--- src/rtl/vc_arbiter.sv ---
// vc_arbiter: round-robin drain stage between NUM_IN source FIFOs and four
// destination FIFOs. One word is moved per ARB -> POP -> CAPT loop. The
// destination is chosen by the word's low two bits. Pops are paced so each
// source's registered empty flag has settled before it is sampled again.
module vc_arbiter #(
  parameter int NUM_IN = 4,
  parameter int DATA_W = 4
) (
  input  logic                     clk,
  input  logic                     reset,
  input  logic [NUM_IN-1:0]        in_empty,
  input  logic [NUM_IN*DATA_W-1:0] in_data,
  output logic [NUM_IN-1:0]        in_pop,
  input  logic [3:0]               out_almost_full,
  output logic [DATA_W-1:0]        out_data,
  output logic [3:0]               out_push,
  output logic                     busy,
  output logic [7:0]               word_count
);

  localparam int IDX_W = $clog2(NUM_IN);

  typedef enum logic [1:0] {ARB, POP, CAPT} state_t;

  state_t            state, state_next;
  logic [IDX_W-1:0]  ptr, grant, pick, cand;
  logic [NUM_IN-1:0] req;
  logic              go, found;
  int unsigned       idx;
  logic [DATA_W-1:0] cap_word;
  logic [DATA_W-1:0] src_word [NUM_IN];

  assign req  = ~in_empty;
  assign go   = |req & ~|out_almost_full;
  assign busy = (state != ARB);

  for (genvar i = 0; i < NUM_IN; i++) begin : g_split
    assign src_word[i] = in_data[i*DATA_W +: DATA_W];
  end

  // Pick the first requester at or after ptr, wrapping past NUM_IN-1.
  always_comb begin
    pick  = '0;
    found = 1'b0;
    idx   = 0;
    cand  = '0;
    for (int unsigned k = 0; k < NUM_IN; k++) begin
      idx  = (32'(ptr) + k) % NUM_IN;
      cand = IDX_W'(idx);
      if (!found && req[cand]) begin
        found = 1'b1;
        pick  = cand;
      end
    end
  end

  // Select the word of the granted source.
  always_comb begin
    cap_word = src_word[grant];
  end

  // Next-state logic for the three-phase transfer loop.
  always_comb begin
    state_next = state;
    case (state)
      ARB:     if (go) state_next = POP;
      POP:     state_next = CAPT;
      CAPT:    state_next = ARB;
      default: state_next = ARB;
    endcase
  end

  // State register.
  always_ff @(posedge clk) begin
    if (reset) state <= ARB;
    else       state <= state_next;
  end

  // Registered strobes, data, pointer and counter.
  // word_count is bumped on the same edge that raises out_push, so the count
  // already includes the word being pushed in the cycle the strobe is high.
  always_ff @(posedge clk) begin
    if (reset) begin
      in_pop     <= '0;
      out_push   <= '0;
      out_data   <= '0;
      word_count <= '0;
      ptr        <= '0;
      grant      <= '0;
    end else begin
      in_pop   <= '0;
      out_push <= '0;
      case (state)
        ARB: begin
          if (go) begin
            grant  <= pick;
            in_pop <= NUM_IN'(1) << pick;
          end
        end
        CAPT: begin
          out_data   <= cap_word;
          out_push   <= 4'b0001 << cap_word[1:0];
          word_count <= word_count + 8'd1;
          ptr        <= (grant == IDX_W'(NUM_IN-1)) ? '0 : grant + 1'b1;
        end
        default: ;
      endcase
    end
  end

endmodule

--- config.mk ---
export PLATFORM = sky130hd
export DESIGN_NAME = vc_arbiter
export DESIGN_NICKNAME = d
export VERILOG_FILES = /design/src/rtl/vc_arbiter.sv
export SDC_FILE = /design/constraint.sdc
export NUM_CORES = 1
export LEC_CHECK = 0
export CORE_MARGIN = 3
export CORE_UTILIZATION = 35
export DETAILED_ROUTE_END_ITERATION = 10
export PLACE_DENSITY = 0.72
export SETUP_SLACK_MARGIN = 0.5
export SYNTH_ARGS = -nofsm -noshare
export SYNTH_HDL_FRONTEND = slang
export SYNTH_SLANG_ARGS = --single-unit
--- constraint.sdc ---
create_clock -name clk -period 1.9 [get_ports clk]
set_input_delay 0.285 -clock clk [delete_from_list [all_inputs] [get_ports clk]]
set_output_delay 0.285 -clock clk [all_outputs]
set_load 0.05 [all_outputs]
# Word-level counts from Yosys, hierarchy flattened
# Cells that the tools add are included.
# classes
n_addsub,5
order_cmp,5
eq_ne,4
shift,2
n_mux,21
bitwise_logic,6
n_reduce_logical,14
# ops
cell,count
$lt 2x3->1 const B,4
$mux 2,6
$add 8x1->8 const B,1
$bmux 1 s2,4
$bmux 4 s2,1
$mux 4,2
$reduce_or 4->1,2
$shl 1x2->4 const A,2
$mux 1,7
$add 2x1->2 const B,2
$add 2x2->2 const B,2
$eq 2x2->1 const B,2
$logic_not 1->1,4
$not 4->4,1
$pmux 2 s2,1
$ge 3x3->1 const B,1
$logic_and 1x1->1,3
$not 1->1,3
$not 2->3,1
$reduce_or 3->1,1
$eq 2x1->1 const B,1
$logic_not 2->1,1
$ne 2x2->1 const B,1
$reduce_and 2->1,1
3 further kinds,3
# totals
register_bits,26
inputBits,26
wordCells,64

# Longest topological paths before layout
# Gate-level depths: netlist of the first run.
# logic_depth
ltp_word,14
mapped_depth,5
mapped_depth_nobuf,4

# Least setup slack after synthesis of the first run
# No wires, ideal clock.
# synth_path
kind,register -> register
startpoint,register word_count[2]
endpoint,register word_count[5]
setup_time_ps,128
t_arrival_ps,1289
required_ps,1772
path_slack_ps,484
stages_incl_launch_ff,5
synth_period_minus_slack_ps,1416
path_cell_list,dfxtp_1 nand3_1 nor3_1 xnor2_1 nor2_1
# synth_via
elab_chain_cells,1
# synth_rtl
element,line,rtl
"start, declared",18,output logic [7:0] word_count
"start signal, assigned",103,word_count <= word_count + 8'd1;
$add 8x1->8,103,
# Every way passes these cells.
# A chain may end at the register's enable or synchronous reset.

# Worst setup path in the final report of the first run
# layout_path
startpoint,register state[0]
endpoint,output port busy
# layout_via
elab_chain_cells,1
# layout_rtl
element,line,rtl
"start, declared",25,"state_t state, state_next;"
"start signal, assigned",76,else state <= state_next;
$reduce_bool 2->1,35,assign busy = (state != ARB);
"end, declared",17,"output logic busy,"
# Every way passes these cells.

==> run metrics, run 1 <==
outcome complete, no violations; Int Pwr 827 uW; dpl hpwl 1910 um; first-pass GRT wire length 4160 um; DR vias/cell 4.82; Distinct cells, synth 35; nets 196; total number of vias 1,017; num rows 20; Fill cells 271; die area 0.00399 sq mm; non-filler cells, final 211; Most Crowded Layer GR met2; CTS root buffer clkbuf_4; synthesized area per cell 9.52 sq um; DRT Wirelength 2500 um; skew final 2.81 ps; TNS Setup 0 ps; worst skew pair latency 320 ps; met1 usage in global routing 14.4%; clock power share 36.3%; Placed Cells 207; final hold vios 0; dpl ws 152 ps; Min-Delay Endpoint state[0]; hold_ws 260 ps; met2 usage 23.8%; Reg area 527 sq um; fmax 674 MHz; Hold Path Stages 3; Slew @ Worst Pin 426 ps; most common cell after layout, fill and taps aside dfxtp_1; Seq pwr share 53.2%; ANT nets after route 0; min cycle time layout 1480 ps; # H-tree levels 1; largest net degree at the start of global routing 21; area growth from synthesis to layout 49.7%; footprint of the multi-input gates 596 sq um; hold path start out_almost_full[1]; Total Power 1030 uW; vias in the first global route 1,009; Starting Density 37.1%; CTS tree built; FF-to-FF setup slack 610 ps; all-layer global routing usage 13.0%; most frequent cells in the layout 23 x dfxtp_1, 22 x clkdlybuf4s50_1, 16 x nand2_1, 14 x nor2_1, 13 x clkdlybuf4s15_2; WP data required 1620 ps; FF-to-FF Start state[0]; Gate Count Post-Synth 120; Ant. Diodes 0; Period Utilization, post-route 78.1%; Die Width 63.1 um; register area share after synthesis 45.6%; CP startpoint kind flop; warnings from Yosys 0; switching power 208 uW; worst reg2reg path depth 4; # setup viols final 0; fin worst setup slack 416 ps; M3 GR Usage 1.43%; Syn Std Cell Area 0.00114 sq mm; Yosys reg bits 26; Max Root-Sink Buffers 2; PortBufs 46; reg-to-reg endpoint in_pop[1]; die height 63.1 um; Hold/Removal Path Class in -> reg; Post-CTS Setup Inserts 0; core area 0.00308 sq mm; Initial DRT Pass Iterations 4; clock transition at the registers of the reported paths 130 ps; Slew headroom 71.6%; unrepaired setup endpoints after global routing true; data arrival time of the critical path 1200 ps; clk sinks 26; critical path class reg -> out; share of cells above drive strength 1 24.6%; critical path endpoint category output port; initial DRC count 10; DRC Markers 0; Pins Over Slew Limit 0; GP Congestion 0.819; peak supply drop 0.299 mV; PwrDens 605 mW/mm^2; Comb power frac 10.5%; worst-path maximum fanout 4; max cap viols 0; Routed wire per std cell 11.9 um; initial antenna violation count 0; post-synth net total 148; Static Leakage 0.000645 uW; Remaining Overflow, GRT 0; sw frac 20.1%; I/O pin cnt 47; CTS buffer count 3
==> kinds of logic after synthesis <==
logic type,synth area share [%]
simple gates,26.9
flops,45.6
compound gates,9.42
buf+inv,2.52
xor+xnor,4.60
mux,8.76
fa+ha+maj,2.19
==> synth_stat cells (all sizes together) <==
library cell,instances,area share (%)
mux2i,1,0.88
nand3,1,0.44
nand4,3,1.6
mux4,4,7.9
nand2,16,5.3
buf,3,1.2
o21bai,1,0.66
xnor2,3,2.3
or2,1,0.55
xor2,3,2.3
o21a,1,0.66
nor4,3,3.5
or4,1,0.99
o21ai,5,2.2
a221oi,1,1.3
a21oi,9,3.9
ha,2,2.2
and4,1,0.77
dfxtp,26,46
nor2,14,4.6
nand2b,5,2.7
o211ai,1,0.66
nor3b,2,1.3
inv,2,0.66
and3b,1,0.77
or3,1,0.55
clkbuf,2,0.66
nor2b,2,1.1
and3,1,0.55
nor3,4,2.2
==> power by group through the flow <==
stage               Clock (uW)  Sequential [uW]  Combinational [uW]
finish                     376              550                 109
global route               405              551                 117
CTS                        385              551                 110
detailed placement           0              563                 110
global placement             0              563                 108
floorplan                    0              567                39.6
==> cell type report <==
class	instances	area share (%)
clock buffer	3	1.32
clock inverter	1	1.76
inverter	2	0.439
multi-input combinational	87	34.8
sequential	26	30.8
tap	44	3.22
timing repair buffer	48	27.7
==> metrics by stage <==
stage | cell area (sq um) | utilization (%)
2_1_floorplan | 1140 | -
3_3_place_gp | 1650 | 53.7
3_5_place_dp | 1650 | 53.7
4_1_cts | 1710 | 55.4
5_1_grt | 1710 | 55.6
6_report | 1710 | 55.6
==> layer usage <==
metal  part of all wire [%]  vias up  routed length, um
met3                    5.4        2                134
met4                    1.1        0                 27
li1                       -      516                  -
met1                     42      468               1040
met2                     52       31               1300
met5                      0        -                  0
==> registers in the layout, indices dropped and copies added, names as in the netlist <==
register / cells
out_data: 4
out_push: 4
word_count: 8
in_pop: 4
state: 2
ptr: 2
grant: 2
==> worst max path at each step <==
stage                                  start       endpoint  slack (ps)
after global routing                state[1]           busy         360
final                               state[0]           busy         420
after CTS                           state[0]           busy         380
after detailed placement  out_almost_full[1]       grant[1]         150
after global placement    out_almost_full[1]       grant[1]         180
after floorplan                word_count[1]  word_count[5]         520
==> worst max-delay path, stage by stage, from the launching register on <==
cell,delay (ps)
dfxtp_1,350
or2_2,360
buf_6,170
==> timing repair <==
action | in CTS | in global routing
pin swaps | 0 | 1
hold buffers | 0 | 0
resized for setup | 75 | 12
gates cloned | 0 | 0
setup endpoints to repair | 27 | 15
Note: power is estimated with default switching activity, not from simulation.
==> run 2: changes to the inputs <==
PLACE_DENSITY = 0.75   (was 0.72)
clock period = 1.3 ns   (was 1.9 ns; I/O delays follow)
==> run 2 against run 1 <==
Compared with the run above: the run now ends with setup timing left; utilization grew 19 points; cell area grew 34%; global-route usage grew 3.5 points; total power grew 42%; non-clock buffer count grew 18; clock skew increased by 3.7 ps; first-iteration DRC count rose to 4.0 times the previous value; sequential share of layout area shrank 5.8 points; combinational power increased by 81%; critical path type unchanged; largest power group unchanged.
==> run metrics, run 2 (synthesis results as in run 1) <==
FF-to-FF setup slack 10 ps (-600 ps); largest net degree at the start of global routing 16 (-24%); Starting Density 37.1% (unchanged); vias in the first global route 1,201 (+19%); die height 63.1 um (unchanged); DRC Markers 0 (unchanged); CTS tree built; PwrDens 641 mW/mm^2 (+6.0%); I/O pin cnt 47 (unchanged); first-pass GRT wire length 5090 um (+22%); critical path class reg -> out; dpl ws -410 ps (-561 ps); DR vias/cell 5.21 (+8.0%); most common cell after layout, fill and taps aside buf_12; Static Leakage 0.000858 uW (+33%); failing checks setup timing; skew final 6.53 ps (+3.71 ps); die area 0.00399 sq mm (unchanged); Initial DRT Pass Iterations 4 (unchanged); critical path endpoint category output port; all-layer global routing usage 16.5% (+3.5 points); Remaining Overflow, GRT 0 (unchanged); core area 0.00308 sq mm (unchanged); nets 214 (+9.2%); ANT nets after route 0 (unchanged); worst-path maximum fanout 2 (-2); final hold vios 0 (unchanged); total number of vias 1,192 (+17%); Largest register FFs 8 (unchanged); fmax 766 MHz; data arrival time of the critical path 1110 ps (-90 ps); Routed wire per std cell 15.5 um (+31%); initial DRC count 40 (+30); Ant. Diodes 0 (unchanged); Critical Path Source state[1]; TNS Setup -4.91 ps (-4.91 ps); most frequent cells in the layout 22 x buf_12, 20 x clkdlybuf4s50_1, 15 x dfxtp_2, 14 x nor2_1, 12 x buf_4; Reg with most FFs word_count; clk sinks 26 (unchanged); Pins Over Slew Limit 0 (unchanged); unrepaired setup endpoints after global routing true; CTS root buffer clkbuf_4; WP data required 1110 ps (-510 ps); outcome complete, but fails checks; # setup viols final 1 (+1); CTS buffer count 3 (unchanged); CP startpoint kind flop; Die Width 63.1 um (unchanged); footprint of the multi-input gates 748 sq um (+26%); min cycle time layout 1300 ps; Hold/Removal Path Class in -> reg; share of cells above drive strength 1 57.3% (+33 points); clock transition at the registers of the reported paths 140 ps (about the same); Slew @ Worst Pin 287 ps (-139 ps); Slew headroom 80.7% (+9.1 points); worst skew pair latency 330 ps (about the same); PortBufs 46 (unchanged); max cap viols 0 (unchanged); # H-tree levels 1 (unchanged); Period Utilization, post-route 100%; fin worst setup slack -4.91 ps (-421 ps); Fill cells 206 (-24%); DRT Wirelength 3550 um (+42%); Placed Cells 209 (+0.97%); initial antenna violation count 0 (unchanged); GP Congestion 0.858 (+4.8%); Reg area 573 sq um (+8.8%); dpl hpwl 2130 um (+11%); final core occ 74.5% (+19 points); area growth from synthesis to layout 101%; hold path start reset; peak supply drop 0.653 mV (+120%); Max Root-Sink Buffers 2 (unchanged); CTS Hold Bufs 0 (unchanged); non-filler cells, final 229 (+8.5%); num rows 20 (unchanged); FF-to-FF Start grant[0]
-- run 2: cell count changes in the layout (fill, tap and decap cells not counted), moves of 4 or more --
cell,previous run,this run
buf_12,0,22
dfxtp_1,23,2
clkdlybuf4s15_2,13,0
dfxtp_2,2,15
buf_4,2,12
dfxtp_4,1,9
a21oi_1,9,2
a21oi_2,0,7
nand2_1,16,9
nand2_2,0,7
buf_6,1,7
buf_2,5,0
nor3_4,0,4
-- run 2: final timing paths --
path | to | cells after the start
worst max register to register | out_push[0] | 2
worst min register to register | out_data[2] | 2
worst max-delay path | busy | 2
worst min-delay path | state[0] | 2
-- run 2: metal layers --
layer	part of all wire, %	track usage [%]
met1	36	17.2
met2	57	30.2
met3	4.9	3.03
met4	2.2	10.5
met5	0	0
-- run 2: worst max-delay path, stage by stage, from the launching register on --
cell and delay (ps):
dfxtp_4 370, or2_4 270, buf_12 150
-- run 2: metrics by stage --
step	hold WS [ps]	cell area (sq um)	power [uW]
2_1_floorplan	265	1240	879
3_5_place_dp	452	1960	987
3_3_place_gp	449	1960	981
5_1_grt	167	2290	1520
6_report	154	2290	1470
4_1_cts	240	2180	1450
-- run 2: final cells by class --
| cell class | count | area share, % |
|---|---|---|
| inverter | 2 | 0.328 |
| multi-input combinational | 87 | 32.6 |
| sequential | 26 | 25.0 |
| tap | 44 | 2.40 |
| clock buffer | 4 | 2.07 |
| timing repair buffer | 66 | 37.6 |
-- run 2: what timing repair did --
item,CTS,global route
pin swaps,19,11
gates resized for setup,34,20
setup buffers,11,5
setup endpoints to repair,46,47
-- run 2: where the power goes --
part	internal (uW)	switching [uW]	total, uW
Sequential	783	6.55	790
Clock	235	247	483
Combinational	119	77.8	197
==> run 3: changes to the inputs <==
CORE_MARGIN = default   (was 3)
==> run 3 against run 2 <==
Compared with the run above: the run still ends with setup timing left; non-clock buffer count is 3 higher; worst hold slack worse by 21 ps; sequential power hardly changed; clock power is 24% lower; sequential share of layout area hardly changed; maximum frequency is 4.2% lower; utilization is 0.16 points lower; clock skew hardly changed; critical path type is now reg -> reg.
==> run metrics, run 3 (synthesis results as in run 1) <==
Reg with most FFs word_count; Hold/Removal Path Class in -> reg; CP startpoint kind flop; cells along the critical path buf_6 > buf_6 > nor2b_1 > buf_4 > nand4_1 > xor2_1 > nor2_1; Remaining Overflow, GRT 0 (unchanged); clk sinks 26 (unchanged); Period Utilization, post-route 105% (+4.4 points); Initial DRT Pass Iterations 4 (unchanged); TNS Setup -150 ps (-146 ps); nets 217 (+1.4%); CTS buffer count 3 (unchanged); area growth from synthesis to layout 100%; Placed Cells 209 (unchanged); peak supply drop 0.468 mV (-28%); Max stage delay on crit path 370 ps (about the same); initial antenna violation count 0 (unchanged); min cycle time layout 1360 ps (+57.8 ps); largest net degree at the start of global routing 15 (-1); Slew @ Worst Pin 335 ps (+47.8 ps); die height 59.1 um (-6.3%); CTS root buffer clkbuf_4; FF-to-FF setup slack -60 ps (-70 ps); Ant. Diodes 0 (unchanged); core area 0.00308 sq mm (unchanged); total number of vias 1,170 (-1.8%); DRT Wirelength 3390 um (-4.4%); Crit path depth 7 (+5); CTS Hold Bufs 0 (unchanged); most common cell after layout, fill and taps aside buf_12; Static Leakage 0.000874 uW (+1.9%); max cap viols 0 (unchanged); DRC Markers 0 (unchanged); DR vias/cell 5.04 (-3.1%); Crit path top cell by count buf_6; worst reg2reg path depth 7 (+5); initial DRC count 25 (-38%); # H-tree levels 1 (unchanged); crit-path leading delay family flip-flops; final core occ 74.3% (-0.16 points); share of cells above drive strength 1 59.6% (+2.3 points); fmax 734 MHz (-4.2%); unrepaired setup endpoints after global routing true; clock transition at the registers of the reported paths 140 ps (about the same); failing checks setup timing; Die Width 59.1 um (-6.3%); Hold Path Stages 3 (+1); FF-to-FF Start state[1]; critical path endpoint category flop; Pins Over Slew Limit 0 (unchanged); CTS tree built; slowest CP cell dfxtp_2; Fill cells 189 (-8.3%); most frequent cells in the layout 21 x buf_12, 19 x clkdlybuf4s50_1, 17 x dfxtp_2, 15 x buf_4, 13 x nor2_1; num rows 20 (unchanged); vias in the first global route 1,135 (-5.5%); Critical Path Source state[1]; final hold vios 0 (unchanged); dpl hpwl 2110 um (-1.2%); worst-path maximum fanout 6 (+4); hold path start out_almost_full[2]; dpl ws -391 ps (+18.4 ps); all-layer global routing usage 19.6% (+3.1 points); Max Root-Sink Buffers 2 (unchanged); Slew headroom 77.5% (-3.2 points); PortBufs 46 (unchanged); PwrDens 595 mW/mm^2 (-7.2%); Largest register FFs 8 (unchanged); skew final 6.10 ps (-0.422 ps); first-pass GRT wire length 4970 um (-2.2%); worst skew pair latency 340 ps (about the same); GP Congestion 0.801 (-6.7%); critical path class reg -> reg; non-filler cells, final 232 (+1.3%); WP data required 1580 ps (+470 ps); ANT nets after route 0 (unchanged); # setup viols final 5 (+4); I/O pin cnt 47 (unchanged); fin worst setup slack -62.7 ps (-57.8 ps); CP Buf/Inv Count 3 (+2); die area 0.00350 sq mm (-12%); outcome complete, but fails checks; data arrival time of the critical path 1640 ps (+530 ps); Starting Density 37.1% (unchanged); Routed wire per std cell 14.6 um (-5.6%)
run 3: cell types whose count changed in the layout (fill, tap and decap cells not counted), sizes merged:
| cell | delta |
|---|---|
| clkdlybuf4s50 | -1 |
| dlygate4sd2 | +1 |
| dlymetal6s2s | -1 |
| buf | +6 |
| clkdlybuf4s15 | -2 |
run 3: report_power, final:
part / internal, uW / switching (uW) / leakage (uW)
logic: 119 / 81.7 / 0.000634
registers: 785 / 6.27 / 0.000225
clock network: 121 / 247 / 0.0000150
total: 1020 / 335 / 0.000874
run 3: stage by stage:
step	power [uW]	hold WS, ps	area, sq um
finish	1360	132	2290
global route	1410	118	2290
CTS	1340	156	2170
detailed placement	986	452	1960
global placement	980	449	1960
floorplan	879	265	1240
run 3: final cells by class:
cell class                      instances  area (sq um)  share of cell area, %
Clock buffer                            4          26.3                   1.15
Inverter                                2          7.51                  0.328
Multi-Input combinational cell         87           764                   33.4
Sequential cell                        26           572                   25.0
Timing Repair Buffer                   69           862                   37.7
Tap cell                               44          55.1                   2.41
run 3: worst paths after layout:
path / to
worst max-delay path: word_count[4]
worst min-delay path: state[0]
worst min register to register: out_data[0]
worst max register to register: word_count[4]
run 3: routing by layer:
layer  share of wire (%)  GRT usage [%]  up-vias
met4                 2.4           13.6        0
met3                 4.2           2.18        5
met1                  38           21.7      571
met5                   0              0        -
met2                  55           35.1       35
li1                    -              -      559
run 3: timing repair:
| item | in CTS | in global routing |
|---|---|---|
| setup buffers | 11 | 7 |
| cloned | 1 | 0 |
| pin swaps | 23 | 10 |
| gates resized for setup | 49 | 17 |
| endpoints found under the setup margin | 46 | 47 |
run 3: worst reg2reg max path: cells and delay by family, from the launching register on:
| family | cells | cell delay (ps) |
|---|---|---|
| AND/OR/NAND/NOR | 3 | 380 |
| buffers and inverters | 3 | 370 |
| flip-flops | 1 | 370 |
| XOR/XNOR | 1 | 170 |
